===== src/rtl/message_retransmitter.sv =====
// message_retransmitter
// Stop-and-wait control stage in front of the TX framer. It accepts one
// message at a time and offers it as {seq, payload}. It holds the message
// timer in reset except while waiting for an ack. A timer irq causes a
// retransmission, until MAX_RETRIES retransmissions have been sent. It pulses
// done on a matching ack, or fail when the retries are used up.
//
// Ports:
//   clock, reset        rising-edge clock, synchronous active-low reset
//   msg_valid/ready     upstream message handshake, msg_data payload
//   tx_valid/ready      frame handshake to TX framer, tx_data = {seq, payload}
//   ack_valid, ack_seq  ack pulse from the link and its sequence bit
//   timer_reset         active-high reset to message_timer
//   timer_irq           message_timer timeout pulse
//   done, fail          one-cycle result pulses (registered)
//   retry_count         retransmissions of the current message so far
module message_retransmitter #(
   parameter int DATA_WIDTH  = 8,
   parameter int MAX_RETRIES = 3
) (
   input  logic                  clock,
   input  logic                  reset,
   input  logic                  msg_valid,
   input  logic [DATA_WIDTH-1:0] msg_data,
   output logic                  msg_ready,
   output logic                  tx_valid,
   output logic [DATA_WIDTH:0]   tx_data,
   input  logic                  tx_ready,
   input  logic                  ack_valid,
   input  logic                  ack_seq,
   output logic                  timer_reset,
   input  logic                  timer_irq,
   output logic                  done,
   output logic                  fail,
   output logic [7:0]            retry_count
);

   typedef enum logic [1:0] {
      IDLE     = 2'd0,
      SEND     = 2'd1,
      WAIT_ACK = 2'd2
   } state_t;

   localparam logic [7:0] MAX_R = 8'(MAX_RETRIES);

   state_t                state_r;
   state_t                state_s;
   logic                  seq_r;
   logic [DATA_WIDTH-1:0] payload_r;
   logic [7:0]            retry_count_r;
   logic                  done_r;
   logic                  fail_r;

   logic                  accept_s;
   logic                  done_s;
   logic                  fail_s;
   logic                  retry_s;
   logic                  ready_dec_s;
   logic                  valid_dec_s;
   logic                  timer_run_s;

   // Next-state logic, transfer events and state decode of the handshake outputs
   always_comb begin
      state_s     = state_r;
      accept_s    = 1'b0;
      done_s      = 1'b0;
      fail_s      = 1'b0;
      retry_s     = 1'b0;
      ready_dec_s = 1'b0;
      valid_dec_s = 1'b0;
      timer_run_s = 1'b0;
      case (state_r)
         IDLE: begin
            ready_dec_s = 1'b1;
            if (msg_valid) begin
               accept_s = 1'b1;
               state_s  = SEND;
            end else begin
               state_s  = IDLE;
            end
         end
         SEND: begin
            valid_dec_s = 1'b1;
            if (tx_ready) begin
               state_s = WAIT_ACK;
            end else begin
               state_s = SEND;
            end
         end
         WAIT_ACK: begin
            timer_run_s = 1'b1;
            // A matching ack takes priority over a coincident timeout
            if (ack_valid && (ack_seq == seq_r)) begin
               done_s  = 1'b1;
               state_s = IDLE;
            end else if (timer_irq) begin
               if (retry_count_r < MAX_R) begin
                  retry_s = 1'b1;
                  state_s = SEND;
               end else begin
                  fail_s  = 1'b1;
                  state_s = IDLE;
               end
            end else begin
               state_s = WAIT_ACK;
            end
         end
         default: begin
            state_s = IDLE;
         end
      endcase
   end

   // State, sequence bit, payload, retry counter and result pulse registers
   always_ff @(posedge clock) begin
      if (!reset) begin
         state_r       <= IDLE;
         seq_r         <= 1'b0;
         payload_r     <= '0;
         retry_count_r <= 8'd0;
         done_r        <= 1'b0;
         fail_r        <= 1'b0;
      end else begin
         state_r <= state_s;
         done_r  <= done_s;
         fail_r  <= fail_s;
         if (accept_s) begin
            payload_r     <= msg_data;
            retry_count_r <= 8'd0;
         end else if (retry_s) begin
            retry_count_r <= retry_count_r + 8'd1;
         end else begin
            retry_count_r <= retry_count_r;
         end
         // The sequence bit only moves on to the next message once this one has resolved
         if (done_s || fail_s) begin
            seq_r <= ~seq_r;
         end else begin
            seq_r <= seq_r;
         end
      end
   end

   // While reset is held low the handshakes stay closed and the timer stays cleared
   assign msg_ready   = reset & ready_dec_s;
   assign tx_valid    = reset & valid_dec_s;
   assign timer_reset = ~(reset & timer_run_s);
   assign tx_data     = {seq_r, payload_r};
   assign done        = done_r;
   assign fail        = fail_r;
   assign retry_count = retry_count_r;

endmodule


===== config.mk =====
export PLATFORM = sky130hd
export DESIGN_NAME = message_retransmitter
export DESIGN_NICKNAME = d
export VERILOG_FILES = /design/src/rtl/message_retransmitter.sv
export SDC_FILE = /design/constraint.sdc
export NUM_CORES = 1
export LEC_CHECK = 0
export ABC_CLOCK_PERIOD_IN_PS = 1800
export BUFFER_PORTS_ARGS = -buffer_cell sky130_fd_sc_hd__buf_2
export CORE_MARGIN = 2
export CORE_UTILIZATION = 38
export CTS_BUF_LIST = sky130_fd_sc_hd__clkbuf_8
export CTS_CLUSTER_DIAMETER = 150
export DETAILED_ROUTE_END_ITERATION = 10
export PLACE_DENSITY = 0.76
export SLEW_MARGIN = 20
export SYNTH_ARGS = -nofsm -noshare
export SYNTH_HDL_FRONTEND = slang
export SYNTH_SLANG_ARGS = --single-unit

===== constraint.sdc =====
create_clock -name clock -period 1.8 [get_ports clock]
set_input_delay 0.36 -clock clock [delete_from_list [all_inputs] [get_ports clock]]
set_output_delay 0.36 -clock clock [all_outputs]
set_load 0.05 [all_outputs]

==> flow_summary_export.csv, run 1 <==
group,metric,value,unit
outcome,status,"finished, final reports clean",
die,rows,17,
setup_path,worstSetupPathType,"register to register",
detailed_routing,drc,0,
die,die_h,52.1,um
layout,drive_gt1_share,42.9,%
pwr,switchingPower,0.000260,W
detailed_routing,drt-wirelength-per-cell,11.4,um
die,start_util,40.1,%
placement,dp_hpwl,1330,um
placement,pre_cts_ws,107,ps
cts,clkSinkCount,21,
placement,io_buffers,36,
detailed_routing,drt_iter0_markers,3,
setup_path,r2r_setup_slack,120,ps
cts,cts_resized,0,
timing,skew,2.09,ps
grt,use_met2,24.5,%
timing,period_share,93.4,%
yosys,synth_area_leaders,"dfxtp_1 (48%), mux2i_1 (11%), nor2b_1 (6.4%), and2_1 (4.3%), a2111oi_4 (3.1%)",
cts,holdBufCountCts,0,
placement,gp_congestion,0.728,
placement,dp_cells,143,
grt,met3_usage,3.45,%
cts,cts_max_level,1,
cts,cts_root_buffer,"clkbuf_8",
pwr,vdd_drop_max,392,uV
timing,fin_ws,119,ps
timing,hold_viol_final,0,
yosys,synth_ff_type,"dfxtp_1",
layout,final_nets,136,
detailed_routing,avgViaCountPerCell,4.56,
timing,max_clock_freq,595,MHz
grt,grtUsageTotal,14.4,%
timing,relSlewSlack,71.2,%
timing,worst_pin_slew,431,ps
timing,rsz0062_at_grt,"false",
grt,antenna_found_initial,0,
die,core_area,2190,um2
grt,busiest_layer,"met2",
yosys,synth.top_cells.by_count,"dfxtp_1 (21), mux2i_1 (10), nor2b_1 (9)",
layout,area_delta_synth_final,30.5,%
yosys,syn_area_per_cell,10.8,um2
detailed_routing,routed_wl,1680,um
cts,post-cts-setup-buffer-count,0,
setup_path,reg2reg_depth,5,
pwr,p_clk_share,30.6,%
die,ioPinCount,37,
hold_path,holdPathEnd,"state_r[1]",
timing,setup_viol,0,
setup_path,reg2reg_to,"retry_count[0]",
yosys,yosysWarnings,0,
grt,grt_pass1_wl,2870,um
yosys,syn_area,878,um2
yosys,ys_ff_latch,21,
yosys,synth_top_area_share,47.9,%
detailed_routing,firstDrtPassIters,2,
cts,numCtsBuffers,3,
grt,grt_use_met1,17.1,%
hold_path,worstHoldStart,"tx_ready",
setup_path,worst-path-max-fanout,4,
detailed_routing,antenna_left,0,
run,cap_violations,0,
yosys,synthArstFlopShare,0,%
setup_path,start_kind,"register",
pwr,pwr-share-seq,51.8,%
layout,design_area,1150,um2
yosys,ys_seq_area_share,47.9,%
pwr,p_per_area,832,nW/um2
layout,final_cells,147,
cts,clk_latency,250,ps
placement,postPlaceCellArea,1100,um2
pwr,cell_internal_pwr,0.000694,W
hold_path,min_path_cells,2,
yosys,postSynthNetCount,97,
timing,setup_tns,0,ps
detailed_routing,vias,670,
setup_path,cp.required,1950,ps
pwr,p_sw_share,27.2,%
cts,path_clk_slew,70,ps
die,dieArea,2710,um2
yosys,post_synth_inst_count,81,
grt,overflow,0,
timing,post-route-min-period,1680,ps
pwr,leakage,0.554,nW
grt,grt_max_degree,15,
cts,cts.path.max_buffers,2,
setup_path,endpoint_kind,"register",
yosys,synth_most_common_cell,"dfxtp_1",
cts,cts_tree,"done",
layout,antenna_cells,0,
yosys,synth.distinct_cells,29,
setup_path,crit_arrival,1830,ps
yosys,synth_edf_count,0,
pwr,p_comb_share,17.6,%
hold_path,hp-class,"input port to register",
yosys,synth_top_area_cell,"dfxtp_1",
timing,maxSlewViolCount,0,
die,die_x,52.1,um
setup_path,r2r_start,"retry_count[0]",
grt,grt_pass1_vias,645,
-- power by group through the flow --
stage	Sequential [W]	Clock (W)	Combinational, W
floorplan	0.000544	0	0.0000812
global placement	0.000504	0	0.000168
detailed placement	0.000504	0	0.000170
CTS	0.000494	0.000305	0.000170
global route	0.000496	0.000333	0.000182
finish	0.000494	0.000292	0.000168
-- flip-flops by register name, summed over array words and instances, names as in the netlist --
signal,cells
done,1
payload_r,8
seq_r,1
fail,1
state_r,2
retry_count,8
-- layout by cell type, fill, tap and decap left out, types with 2 or more instances in the layout --
| master | count |
|---|---|
| dfxtp_2 | 2 |
| inv_1 | 3 |
| and2_1 | 6 |
| nand2b_1 | 2 |
| buf_4 | 2 |
| clkbuf_8 | 3 |
| mux2i_1 | 10 |
| buf_2 | 36 |
| nor2b_1 | 9 |
| nor2_1 | 4 |
| dfxtp_1 | 19 |
| nand2_1 | 4 |
| nor3b_2 | 2 |
-- critical path, cell delays in order, from the launching register on --
cell	delay, ps
dfxtp_2	330
ha_1	190
or4_4	430
a2111oi_4	390
xnor2_1	190
nor2_2	40
-- layer usage --
layer / vias up / wire length (um)
li1: 347 / -
met1: 303 / 729
met2: 18 / 836
met3: 2 / 92
met4: 0 / 17
met5: - / 0
-- per-stage QoR --
step / utilization, % / hold slack [ps] / total power (W)
after global placement: 50.3 / 443 / 0.000671
after global routing: 52.3 / 346 / 0.00101
after detailed placement: 50.3 / 446 / 0.000674
after CTS: 52.3 / 339 / 0.000968
final: 52.3 / 343 / 0.000954
after floorplan: - / 493 / 0.000626
-- logic make-up (layout without fill, tap and decap cells) --
| kind of cell | after synthesis | in the layout | synth area share (%) |
|---|---|---|---|
| simple gates | 36 | 36 | 25.2 |
| flops | 21 | 21 | 47.9 |
| mux | 10 | 10 | 11.4 |
| buf+inv | 6 | 44 | 3.13 |
| compound gates | 5 | 5 | 6.84 |
| xor+xnor | 2 | 2 | 4.13 |
| fa+ha+maj | 1 | 1 | 1.42 |
-- cell type report --
type / count / area, um2
Fill cell: 210 / 1040
Inverter: 2 / 7.51
Timing Repair Buffer: 38 / 195
Sequential cell: 21 / 423
Clock buffer: 3 / 41.3
Clock inverter: 1 / 3.75
Tap cell: 28 / 35.0
Multi-Input combinational cell: 54 / 440
-- worst max path at each step --
stage | from | end | slack, ps | cells after the start
floorplan | retry_count[4] | retry_count[0] | 50 | 4
global placement | retry_count[0] | retry_count[0] | 160 | 5
detailed placement | retry_count[0] | retry_count[0] | 110 | 5
CTS | retry_count[0] | retry_count[0] | 90 | 5
global route | retry_count[0] | retry_count[0] | 30 | 5
finish | retry_count[0] | retry_count[0] | 120 | 5
(Power assumes the default switching activity.)
==> inputs of run 2 (changes only) <==
--- a/config.mk
+++ b/config.mk
@@ -13,6 +13,8 @@
 export CTS_CLUSTER_DIAMETER = 150
 export DETAILED_ROUTE_END_ITERATION = 10
 export PLACE_DENSITY = 0.76
+export RECOVER_POWER = 50
+export REMOVE_ABC_BUFFERS = 1
 export SLEW_MARGIN = 20
 export SYNTH_ARGS = -nofsm -noshare
 export SYNTH_HDL_FRONTEND = slang
==> run 2 against run 1 <==
Against the previous run: non-clock buffer count stayed put; core utilization is 2.4 points lower; total power is 1.2% lower; clock-buffer cell count stayed put; via count is 2.1% higher; worst setup slack better by 22 ps; register-to-register slack better by 20 ps; critical path type unchanged; largest power group unchanged.
==> flow_summary_export.csv, run 2 (same netlist as run 1, synthesis figures left out) <==
group,metric,value,unit
outcome,status,"finished, final reports clean",
placement,dp_hpwl,1340,um
grt,grt_pass1_wl,2770,um
setup_path,worstSetupPathType,"register to register",
die,ioPinCount,37,
timing,rsz0062_at_grt,"false",
timing,setup_tns,0,ps
pwr,p_per_area,862,nW/um2
placement,io_buffers,36,
cts,clk_latency,250,ps
placement,gp_congestion,0.718,
detailed_routing,vias,684,
pwr,p_comb_share,17.1,%
cts,cts_tree,"done",
die,die_h,52.1,um
pwr,cell_internal_pwr,0.000688,W
detailed_routing,antenna_left,0,
detailed_routing,avgViaCountPerCell,4.65,
timing,setup_viol,0,
cts,cts_max_level,1,
setup_path,crit_arrival,1810,ps
setup_path,crit_end,"retry_count[0]",
pwr,p_sw_share,27.0,%
die,start_util,40.1,%
setup_path,worst-path-max-fanout,4,
grt,grt_max_degree,18,
timing,period_share,92.2,%
cts,numCtsBuffers,3,
layout,final_cell_mix,"dfxtp_1 (21), buf_2 (19), clkbuf_1 (17), mux2i_1 (10), nor2b_1 (9)",
cts,path_clk_slew,70,ps
detailed_routing,drc,0,
pwr,pwr-share-seq,52.3,%
cts,cts_resized,0,
detailed_routing,drt_iter0_markers,2,
die,rows,17,
layout,area_delta_synth_final,24.5,%
setup_path,endpoint_kind,"register",
layout,fillers,218,
timing,hold_viol_final,0,
pwr,p_total,0.000943,W
detailed_routing,firstDrtPassIters,2,
die,die_x,52.1,um
timing,maxSlewViolCount,0,
grt,grtUsageTotal,14.0,%
detailed_routing,drt-wirelength-per-cell,11.5,um
cts,post-cts-setup-buffer-count,0,
cts,cts_root_buffer,"clkbuf_8",
die,core_area,2190,um2
timing,skew,2.67,ps
setup_path,start_kind,"register",
timing,worst_pin_slew,627,ps
setup_path,reg2reg_depth,5,
pwr,leakage,0.470,nW
setup_path,critPathLaunch,"retry_count[0]",
layout,layout_commonest_cell,"dfxtp_1",
setup_path,reg2reg_to,"retry_count[0]",
timing,max_clock_freq,603,MHz
grt,overflow,0,
layout,multiInputGateArea,412,um2
run,cap_violations,0,
cts,cts.path.max_buffers,2,
setup_path,r2r_start,"retry_count[0]",
pwr,p_clk_share,30.6,%
layout,final_nets,136,
grt,grt_pass1_vias,628,
pwr,vdd_drop_max,404,uV
hold_path,hp-class,"input port to register",
pwr,switchingPower,0.000255,W
timing,post-route-min-period,1660,ps
cts,holdBufCountCts,0,
layout,ff_latch_area,420,um2
grt,antenna_found_initial,0,
setup_path,cp.required,1950,ps
setup_path,r2r_setup_slack,140,ps
die,dieArea,2710,um2
layout,drive_gt1_share,24.4,%
detailed_routing,routed_wl,1690,um
layout,antenna_cells,0,
timing,relSlewSlack,58.4,%
cts,clkSinkCount,21,
## run 2: changes by cell type in the layout (fill, tap and decap cells not counted)
cell and change:
dfxtp_1 +2, xnor2_4 -1, clkbuf_1 +17, nor3b_2 -2
xnor2_1 +1, buf_2 -17, nor3b_1 +2, dfxtp_2 -2
## run 2: worst max-delay path: stages, from the launching register on
cell and delay [ps]:
dfxtp_1 330, ha_1 190, or4_4 430, a2111oi_4 380
xnor2_1 180, nor2_2 40
## run 2: power groups by stage
stage                     combinational (W)  clock (W)  sequential (W)
after floorplan                   0.0000723          0        0.000548
after global placement             0.000168          0        0.000503
after detailed placement           0.000171          0        0.000504
after CTS                          0.000172   0.000302        0.000493
after global routing               0.000175   0.000320        0.000495
final                              0.000161   0.000288        0.000493
## run 2: metrics by stage
| stage | hold WS, ps | utilization, % | cells | worst slack (ps) | cell area [um2] |
|---|---|---|---|---|---|
| 3_5_place_dp | 468 | 49.9 | 143 | 141 | 1090 |
| 2_1_floorplan | 488 | - | 77 | -210 | 858 |
| 3_3_place_gp | 452 | 49.9 | 143 | 162 | 1090 |
| 4_1_cts | 339 | 52.0 | 147 | 127 | 1140 |
| 5_1_grt | 362 | 49.9 | 147 | 50.6 | 1090 |
| 6_report | 345 | 49.9 | 147 | 140 | 1090 |
## run 2: worst min path at each step
stage,from,end,slack [ps],cells past startpoint
floorplan,reset,payload_r[0],490,1
global placement,retry_count[1],retry_count[1],450,2
detailed placement,retry_count[2],retry_count[2],470,1
CTS,tx_ready,state_r[1],340,2
global route,msg_data[4],payload_r[4],360,3
finish,tx_ready,state_r[1],350,2
## run 2: area by class of cell
type / count / area share [%]
multi-input combinational: 54 / 37.6
timing repair buffer: 38 / 15.9
sequential: 21 / 38.4
clock buffer: 3 / 3.78
clock inverter: 1 / 0.343
inverter: 2 / 0.686
tap: 28 / 3.20
## run 2: layer usage
layer | global-route usage (%) | vias to the layer above | wire length [um]
met5 | 0 | - | 0
met2 | 21.7 | 20 | 831
met3 | 4.60 | 2 | 121
li1 | - | 347 | -
met1 | 17.5 | 315 | 723
met4 | 6.58 | 0 | 17
